## src/rtl/apb_pkg.sv

```systemverilog
// Shared types and address-decode helpers for the APB memory slave.
package apb_pkg;

  typedef enum logic [1:0] {
    ST_IDLE = 2'd0,
    ST_WAIT = 2'd1,
    ST_RESP = 2'd2
  } apb_slv_state_e;

  // Number of byte-offset bits below the word index (LB).
  function automatic int unsigned apb_lb(input int unsigned data_w);
    return $clog2(data_w / 8);
  endfunction

  // Flags an access that is either misaligned or past the last word.
  // The address is widened to 64 bits, so ADDR_W is limited to 64.
  function automatic logic apb_addr_err(input logic [63:0] paddr,
                                        input int unsigned data_w,
                                        input int unsigned depth);
    logic [63:0] mask;
    logic [63:0] idx;
    mask = (64'd1 << apb_lb(data_w)) - 64'd1;
    idx  = paddr >> apb_lb(data_w);
    return ((paddr & mask) != 64'd0) || (idx >= 64'(depth));
  endfunction

endpackage

```

## src/rtl/apb_mem_slave_if.sv

```systemverilog
// APB bus bundle between a requester (master) and this completer (slave).
interface apb_mem_slave_if #(
  parameter int ADDR_W = 32,
  parameter int DATA_W = 32
) ();
  logic                  psel;
  logic                  penable;
  logic                  pwrite;
  logic [ADDR_W-1:0]     paddr;
  logic [DATA_W-1:0]     pwdata;
  logic [DATA_W/8-1:0]   pstrb;
  logic [DATA_W-1:0]     prdata;
  logic                  pready;
  logic                  pslverr;

  modport master (
    output psel, penable, pwrite, paddr, pwdata, pstrb,
    input  prdata, pready, pslverr
  );

  modport slave (
    input  psel, penable, pwrite, paddr, pwdata, pstrb,
    output prdata, pready, pslverr
  );
endinterface

```

## src/rtl/apb_mem_array.sv

```systemverilog
// DEPTH x DATA_W scratch storage: byte-lane writes, clear-all reset,
// combinational read of the same word the write port addresses.
module apb_mem_array #(
  parameter int DATA_W = 32,
  parameter int DEPTH  = 32
) (
  input  logic                       clk,
  input  logic                       rst,
  input  logic                       we,
  input  logic [DATA_W/8-1:0]        wbe,
  input  logic [$clog2(DEPTH)-1:0]   addr,
  input  logic [DATA_W-1:0]          wdata,
  output logic [DATA_W-1:0]          rdata
);
  localparam int NB = DATA_W / 8;

  logic [DATA_W-1:0] mem [DEPTH];

  // Clear every word on reset, otherwise merge the enabled byte lanes.
  always_ff @(posedge clk) begin
    if (rst) begin
      for (int i = 0; i < DEPTH; i++) begin
        mem[i] <= '0;
      end
    end else if (we) begin
      for (int b = 0; b < NB; b++) begin
        if (wbe[b]) begin
          mem[addr][b*8 +: 8] <= wdata[b*8 +: 8];
        end
      end
    end
  end

  assign rdata = mem[addr];
endmodule

```

## src/rtl/apb_mem_slave.sv

```systemverilog
// APB scratch-RAM completer: programmable wait states, byte strobes,
// misaligned/out-of-range error response, abort on early psel drop.
module apb_mem_slave
  import apb_pkg::*;
#(
  parameter int DATA_W      = 32,
  parameter int ADDR_W      = 32,
  parameter int DEPTH       = 32,
  parameter int WAIT_CYCLES = 0
) (
  input  logic             pclk,
  input  logic             prst,
  apb_mem_slave_if.slave   bus
);
  localparam int         LB        = apb_lb(DATA_W);
  localparam int         IW        = $clog2(DEPTH);
  localparam logic [3:0] WAIT_INIT = 4'(WAIT_CYCLES);

  apb_slv_state_e    state;
  apb_slv_state_e    state_next;
  logic [3:0]        wait_cnt;
  logic [3:0]        cnt_next;
  logic              do_access;
  logic              addr_err;
  logic              mem_we;
  logic [IW-1:0]     word_idx;
  logic [DATA_W-1:0] mem_rdata;
  logic [DATA_W-1:0] resp_data;
  logic              resp_ready;
  logic              resp_err;

  assign word_idx = bus.paddr[LB +: IW];
  assign addr_err = apb_addr_err(64'(bus.paddr), DATA_W, DEPTH);
  assign mem_we   = do_access && bus.pwrite && !addr_err;

  apb_mem_array #(
    .DATA_W (DATA_W),
    .DEPTH  (DEPTH)
  ) u_mem (
    .clk   (pclk),
    .rst   (prst),
    .we    (mem_we),
    .wbe   (bus.pstrb),
    .addr  (word_idx),
    .wdata (bus.pwdata),
    .rdata (mem_rdata)
  );

  // State register and wait-state counter.
  always_ff @(posedge pclk) begin
    if (prst) begin
      state    <= ST_IDLE;
      wait_cnt <= 4'd0;
    end else begin
      state    <= state_next;
      wait_cnt <= cnt_next;
    end
  end

  // Next-state decode; do_access marks the edge that commits the transfer.
  always_comb begin
    state_next = state;
    cnt_next   = wait_cnt;
    do_access  = 1'b0;
    case (state)
      ST_IDLE: begin
        if (bus.psel && bus.penable) begin
          state_next = ST_WAIT;
          cnt_next   = WAIT_INIT;
        end else begin
          state_next = ST_IDLE;
        end
      end
      ST_WAIT: begin
        if (!bus.psel) begin
          state_next = ST_IDLE;
        end else if (wait_cnt == 4'd0) begin
          do_access  = 1'b1;
          state_next = ST_RESP;
        end else begin
          cnt_next = wait_cnt - 4'd1;
        end
      end
      ST_RESP: begin
        state_next = ST_IDLE;
      end
      default: begin
        state_next = ST_IDLE;
        cnt_next   = 4'd0;
      end
    endcase
  end

  // Response registers: one-cycle pready pulse; data only for clean reads.
  always_ff @(posedge pclk) begin
    if (prst) begin
      resp_ready <= 1'b0;
      resp_err   <= 1'b0;
      resp_data  <= '0;
    end else if (do_access) begin
      resp_ready <= 1'b1;
      resp_err   <= addr_err;
      resp_data  <= (addr_err || bus.pwrite) ? '0 : mem_rdata;
    end else begin
      resp_ready <= 1'b0;
      resp_err   <= 1'b0;
      resp_data  <= '0;
    end
  end

  assign bus.prdata  = resp_data;
  assign bus.pready  = resp_ready;
  assign bus.pslverr = resp_err;
endmodule

```

## src/flat_wrapper.sv

```systemverilog
// flat-port wrapper written by rule: the top's interface ports become plain ports
module apb_mem_slave_flat import apb_pkg::*;
#(
  parameter int DATA_W      = 32,
  parameter int ADDR_W      = 32,
  parameter int DEPTH       = 32,
  parameter int WAIT_CYCLES = 0
)
  (pclk, prst, bus_psel, bus_penable, bus_pwrite, bus_paddr, bus_pwdata, bus_pstrb, bus_prdata, bus_pready, bus_pslverr);
  apb_mem_slave_if #(.ADDR_W(ADDR_W), .DATA_W(DATA_W)) bus_i ();
  input  logic pclk;
  input  logic prst;
  input wire logic [$bits(bus_i.psel)-1:0] bus_psel;
  input wire logic [$bits(bus_i.penable)-1:0] bus_penable;
  input wire logic [$bits(bus_i.pwrite)-1:0] bus_pwrite;
  input wire logic [$bits(bus_i.paddr)-1:0] bus_paddr;
  input wire logic [$bits(bus_i.pwdata)-1:0] bus_pwdata;
  input wire logic [$bits(bus_i.pstrb)-1:0] bus_pstrb;
  output wire logic [$bits(bus_i.prdata)-1:0] bus_prdata;
  output wire logic [$bits(bus_i.pready)-1:0] bus_pready;
  output wire logic [$bits(bus_i.pslverr)-1:0] bus_pslverr;
  assign bus_i.psel = bus_psel;
  assign bus_i.penable = bus_penable;
  assign bus_i.pwrite = bus_pwrite;
  assign bus_i.paddr = bus_paddr;
  assign bus_i.pwdata = bus_pwdata;
  assign bus_i.pstrb = bus_pstrb;
  assign bus_prdata = bus_i.prdata;
  assign bus_pready = bus_i.pready;
  assign bus_pslverr = bus_i.pslverr;
  apb_mem_slave #(.DATA_W(DATA_W), .ADDR_W(ADDR_W), .DEPTH(DEPTH), .WAIT_CYCLES(WAIT_CYCLES)) u_core (.pclk(pclk), .prst(prst), .bus(bus_i));
endmodule
```

## config.mk

```make
export PLATFORM = sky130hd
export DESIGN_NAME = apb_mem_slave_flat
export DESIGN_NICKNAME = d
export VERILOG_FILES = /design/src/rtl/apb_pkg.sv /design/src/rtl/apb_mem_slave_if.sv /design/src/rtl/apb_mem_array.sv /design/src/rtl/apb_mem_slave.sv /design/src/flat_wrapper.sv
export SDC_FILE = /design/constraint.sdc
export NUM_CORES = 1
export LEC_CHECK = 0
export ABC_AREA = 1
export BUFFER_PORTS_ARGS = -buffer_cell sky130_fd_sc_hd__buf_4
export CAP_MARGIN = 30
export CELL_PAD_IN_SITES_DETAIL_PLACEMENT = 0
export CELL_PAD_IN_SITES_GLOBAL_PLACEMENT = 1
export CORE_MARGIN = 5
export CORE_UTILIZATION = 44
export DETAILED_ROUTE_END_ITERATION = 8
export PLACE_DENSITY = 0.77
export SLEW_MARGIN = 20
export SYNTH_ARGS = -nofsm -noshare
export SYNTH_HDL_FRONTEND = slang
export SYNTH_SLANG_ARGS = --single-unit
export TNS_END_PERCENT = 50
```

## constraint.sdc

```tcl
create_clock -name pclk -period 2.65 [get_ports pclk]
set_clock_uncertainty 0.1 [all_clocks]
set_input_delay 0.6625 -clock pclk [delete_from_list [all_inputs] [get_ports pclk]]
set_output_delay 0.6625 -clock pclk [all_outputs]
set_load 0.05 [all_outputs]
```

# == Word-level counts from Yosys, hierarchy flattened ==
# Memories as Yosys holds them, arrays and structs flattened. A register that Yosys moved wholly into a read port is not among the register bits.
# Index checks and enable logic that the tools add are counted.
# classes
add_sub_neg,1
multipliers,0
div_mod_pow,0
n_lt_le_gt_ge,1
n_eq_ne,6
n_shift,0
mux,33
n_bitwise,2
n_reduce_logical,13
# ops
op,count
64-bit nonzero test,1
32-bit 2-to-1 mux,1
32-bit OR reduction,1
30-bit by 6-bit greater-or-equal comparator with 1-bit output (second input constant),1
1-bit 2-to-1 mux,23
4-bit 2-to-1 mux,4
4-bit case mux with 3 select lines,1
5-bit 2-to-1 mux,1
4-bit zero test,1
2-bit 2-to-1 mux,2
2-bit != test (second input constant),2
2-bit case mux with 2 select lines,1
4-bit AND reduction,1
4-bit by 1-bit subtractor with 4-bit output (second input constant),1
1-bit logical AND,3
3-bit by 2-bit != test with 1-bit output (second input constant),1
3-bit OR reduction,1
2-bit by 1-bit equality test with 1-bit output (second input constant),1
2-bit equality test (second input constant),1
2-bit zero test,1
1-bit logical OR,2
2-bit by 1-bit != test with 1-bit output (second input constant),1
1-bit NOT,2
2-bit OR reduction,1
1-bit zero test,1
# word_totals
reg_bits,8
latchBits,0
ramBits,1024
rom_bits,0
inputBits,73
output_inout_bits,34
word_cells,61
memories,1
# memory_table
memory,words,word_bits,read_ports,rd_clocked_by_memory_dff,wr,line,rtl
u_core.u_mem.mem,32,32,1,1,32,apb_mem_array.sv:17,logic [DATA_W-1:0] mem [DEPTH];

# == Logic depth before layout (Yosys ltp) ==
# logic_depth
ltp_word,11
depth_mapped,11
mapped_depth_nobuf,10

# == By module ==
# Synthesis repeated with hierarchy kept, for this count alone.
# unflattened
hier_cells,5690
area_unflattened_um2,49443.7
# by_module_without_submodules
mod,n_inst,cells_per_inst,area_per_inst_um2,seq_area_each_um2
apb_mem_array,1,5503,47858.4,30749.5
apb_mem_slave,1,187,1585.3,800.8

# == Worst setup path after synthesis ==
# OpenSTA, ideal clock, no wires.
# synth_path
kind,input to register
startpoint,in bus_paddr[0]
endpoint,mem u_core.u_mem.mem[28][24] (enable)
setup_time_ps,330
arrival_time_ps,2181
required_time_ps,2220
path_slack_ps,40
stages,9
path_buffers,2
cell_sequence,nor2_1 nand2_1 nor2_1 nand3_1 nor2_1 clkbuf_1 buf_2 nand4_1 nand2_1
# synth_rtl
item,line,rtl
start: declaration,flat_wrapper.sv:16,input wire logic [$bits(bus_i.paddr)-1:0] bus_paddr;
end: declaration,apb_mem_array.sv:17,

==> impl_results.md <==
- Largest net degree at the start of global routing: 91
- Final Hold Vio Count: 0
- Critical Path Sink: u_core.u_mem.mem[21][14]
- Sequential cell area: between 30000 and 40000 um^2
- Fin. max-slew vios: 0
- Synth Flop Type: edfxtp_1
- Status: finished clean
- Crit path kind: reg2reg
- Die Area: 120000 um^2
- Worst-margin pin slew: about 0.58 ns
- Worst skew pair latency: 0.69 ns
- Antenna-violating nets left: 0
- Final core occ: a little over half
- IO Port Bufs: 106
- Final Setup Violations: 0
- Synth cell count leaders: nand2_1, nor2_1, edfxtp_1
- Reg2reg setup slack: 0.19 ns
- Max cap viols: 0
- Cell area after placement: about 56000 um^2
- Yosys warns: 0
- Top-count cell post-synth: nand2_1
- HPWL Detailed: just under 100 mm
- Layout cells sized above 1: 13.7%
- Hold Path Class: in2reg
- Initial Util: 44.2%
- Critical-path maximum fanout: 28
- Synth area leader: edfxtp_1
- Initial antenna violation count: 4
- Multi-input gate area: approximately 17000 um^2
- GRT Overall Usage: between 20 and 25%
- Max VDD drop: 0.000464 V
- Die height: 346 um
- Final nets: approximately 5900
- Final GP Congestion: 0.835
- Hold_buf cts: 0
- Reg2Reg Depth: 10
- Grt ovf: 0
- Largest cells by area after synthesis: edfxtp_1, nand2_1, nor2_1
- Leak: 27.2 nW
- WL final: 149 mm
- Post-CTS Setup Bufs: 0
- Die X-Extent: roughly 350 um
- WL/cell: 19.9 um
- Core area: 112000 um^2
- # rows: 123
- Post-synthesis cell type count: 24
- Area Growth Syn to Fin: 19.3%
- Reg2reg end: u_core.u_mem.mem[21][14]
- Slew HR: 61.1%
- Vias in the first global route: 37100
- CP Capture Type: register
- Crit path launch: u_core.wait_cnt[0]
- Iter 0 DRT Violations: 3647
- Vias per Instance: 5.16
- Crit start category: register
- Post-synthesis sequential area ratio: 63.5%
- Final Cycle Share: between 90% and 100%
- Clk slew on worst S/H paths: roughly 0.060 ns
- TritonCTS clock tree: yes
- First-pass GRT wire length: 224 mm
- Unrepaired setup endpoints after global routing: false
- Fillers: 10200
- Min Tclk post-route: 2.46 ns
- Post-Syn Instances: roughly 5600
- Max Fclk: 407 MHz
- Vias: 38500
- Syn Nets: 5656
- CP arrival: 2.72 ns
- CTS Buf Count: between 100 and 150
- PD cells: 638 nW/um^2
- Avg Inst Size Synth: 8.90 um^2
- Num ports: 107
- Post-route cell area: between 50000 and 60000 um^2
- Fraction of registers with async set or reset after synthesis: 0%
- Maximum buffer depth of the clock tree: 3
- EDFF count, synth: 1024
- CP required: 2.91 ns
- Post-Syn Area: 49700 um^2
- FF-to-FF Start: u_core.wait_cnt[0]
- CTS Sinks: ~1100
- Yosys top cell area share: roughly 62%
- H-tree depth: 3
- CTS root buf: clkbuf_16
- Yosys reg bits: 1064
- Drc violations: 0
- DRT Pass-1 Iters: 6
- Post_cts resized: 0
-- critical path, cell delays in order (launching register included) --
cell and delay (ns):
dfxtp_1 0.31, inv_1 0.11, ha_1 0.16, nand2_1 0.06, inv_1 0.08, nand3_2 0.09, buf_12 0.18, nor2_4 0.11
buf_12 0.24, nand4_2 0.29, nand2_1 0.35
-- how the worst min path moves through the flow --
stage | start | to | slack, ns | cells after the start
after floorplan | u_core.state[0] | u_core.state[0] | 0.32 | 1
after global placement | u_core.state[0] | u_core.state[0] | 0.33 | 1
after detailed placement | u_core.state[0] | u_core.state[0] | 0.33 | 1
after CTS | bus_penable | u_core.state[0] | 0.12 | 3
after global routing | bus_psel | u_core.state[0] | 0.15 | 3
final | bus_penable | u_core.state[0] | 0.16 | 3
-- layout make-up --
cell class | count | area share, %
clock inverters | 71 | 1.10
well taps | 1500 | 3.17
flip-flops and latches | 1064 | 53.2
repair buffers | 527 | 8.88
multi-input cells | 4107 | 28.0
diodes | 2 | 0.00844
inverters | 59 | 0.407
clock buffers | 140 | 5.20
-- report_power, final --
group | internal (mW) | switching (mW)
registers | 18.9 | 0.142
logic | 0.857 | 2.04
clock network | 9.37 | 6.54
-- per-stage QoR --
step | TNS (ns) | std cells | hold WS [ns] | total power, mW | setup WS, ns
2_1_floorplan | 0 | 5581 | 0.319 | 20.9 | 0.0398
3_3_place_gp | -3.38 | 7257 | 0.329 | 22.2 | -0.154
3_5_place_dp | -5.52 | 7257 | 0.335 | 22.3 | -0.169
4_1_cts | 0 | 7468 | 0.117 | 38.1 | 0.215
5_1_grt | 0 | 7468 | 0.154 | 39.0 | 0.0912
6_report | 0 | 7470 | 0.162 | 37.8 | 0.190
-- sequential cells by signal (all words and copies together) (netlist names) --
name	count
u_core.bus.pready	1
u_core.wait_cnt	4
u_core.bus.pslverr	1
u_core.u_mem.mem	1024
u_core.bus.prdata	32
u_core.state	2
-- cell usage in the layout, fill, tap and decap left out, types with 2 or more instances in the layout --
cell,instances
nand2_1,2677
clkinv_1,25
buf_12,103
inv_2,7
clkbuf_8,7
nor2_4,5
o21ai_0,3
inv_8,2
buf_8,2
clkinv_4,2
clkbuf_1,16
inv_6,3
dfxtp_1,40
bufinv_16,12
edfxtp_1,1024
inv_1,49
diode_2,2
nor2_1,1118
ha_1,2
clkinv_2,25
nand4_1,55
nand4_2,73
nor3_4,7
nand3_1,101
nor2_2,25
xor2_1,2
a21oi_1,35
clkbuf_16,117
buf_4,421
clkinvlp_4,5
-- logic make-up after synthesis --
family	synth area share [%]
AO/OA/AOI/OAI	0.400
XOR/XNOR	0.0353
AND/OR/NAND/NOR	32.8
flip-flops	63.5
buffers and inverters	3.17
adder cells (fa/ha/maj)	0.0504
-- metal layers --
layer | global-route usage (%) | wire [um] | up-vias | part of all wire, %
li1 | - | - | 18500 | -
met1 | 33.2 | 63000 | 18500 | 42
met2 | 40.3 | 70800 | 1260 | 48
met3 | 3.59 | 10600 | 229 | 7.1
met4 | 7.43 | 4450 | 6 | 3.0
met5 | 0 | 34 | - | 0.023
Power figures use the tool's default switching activity.
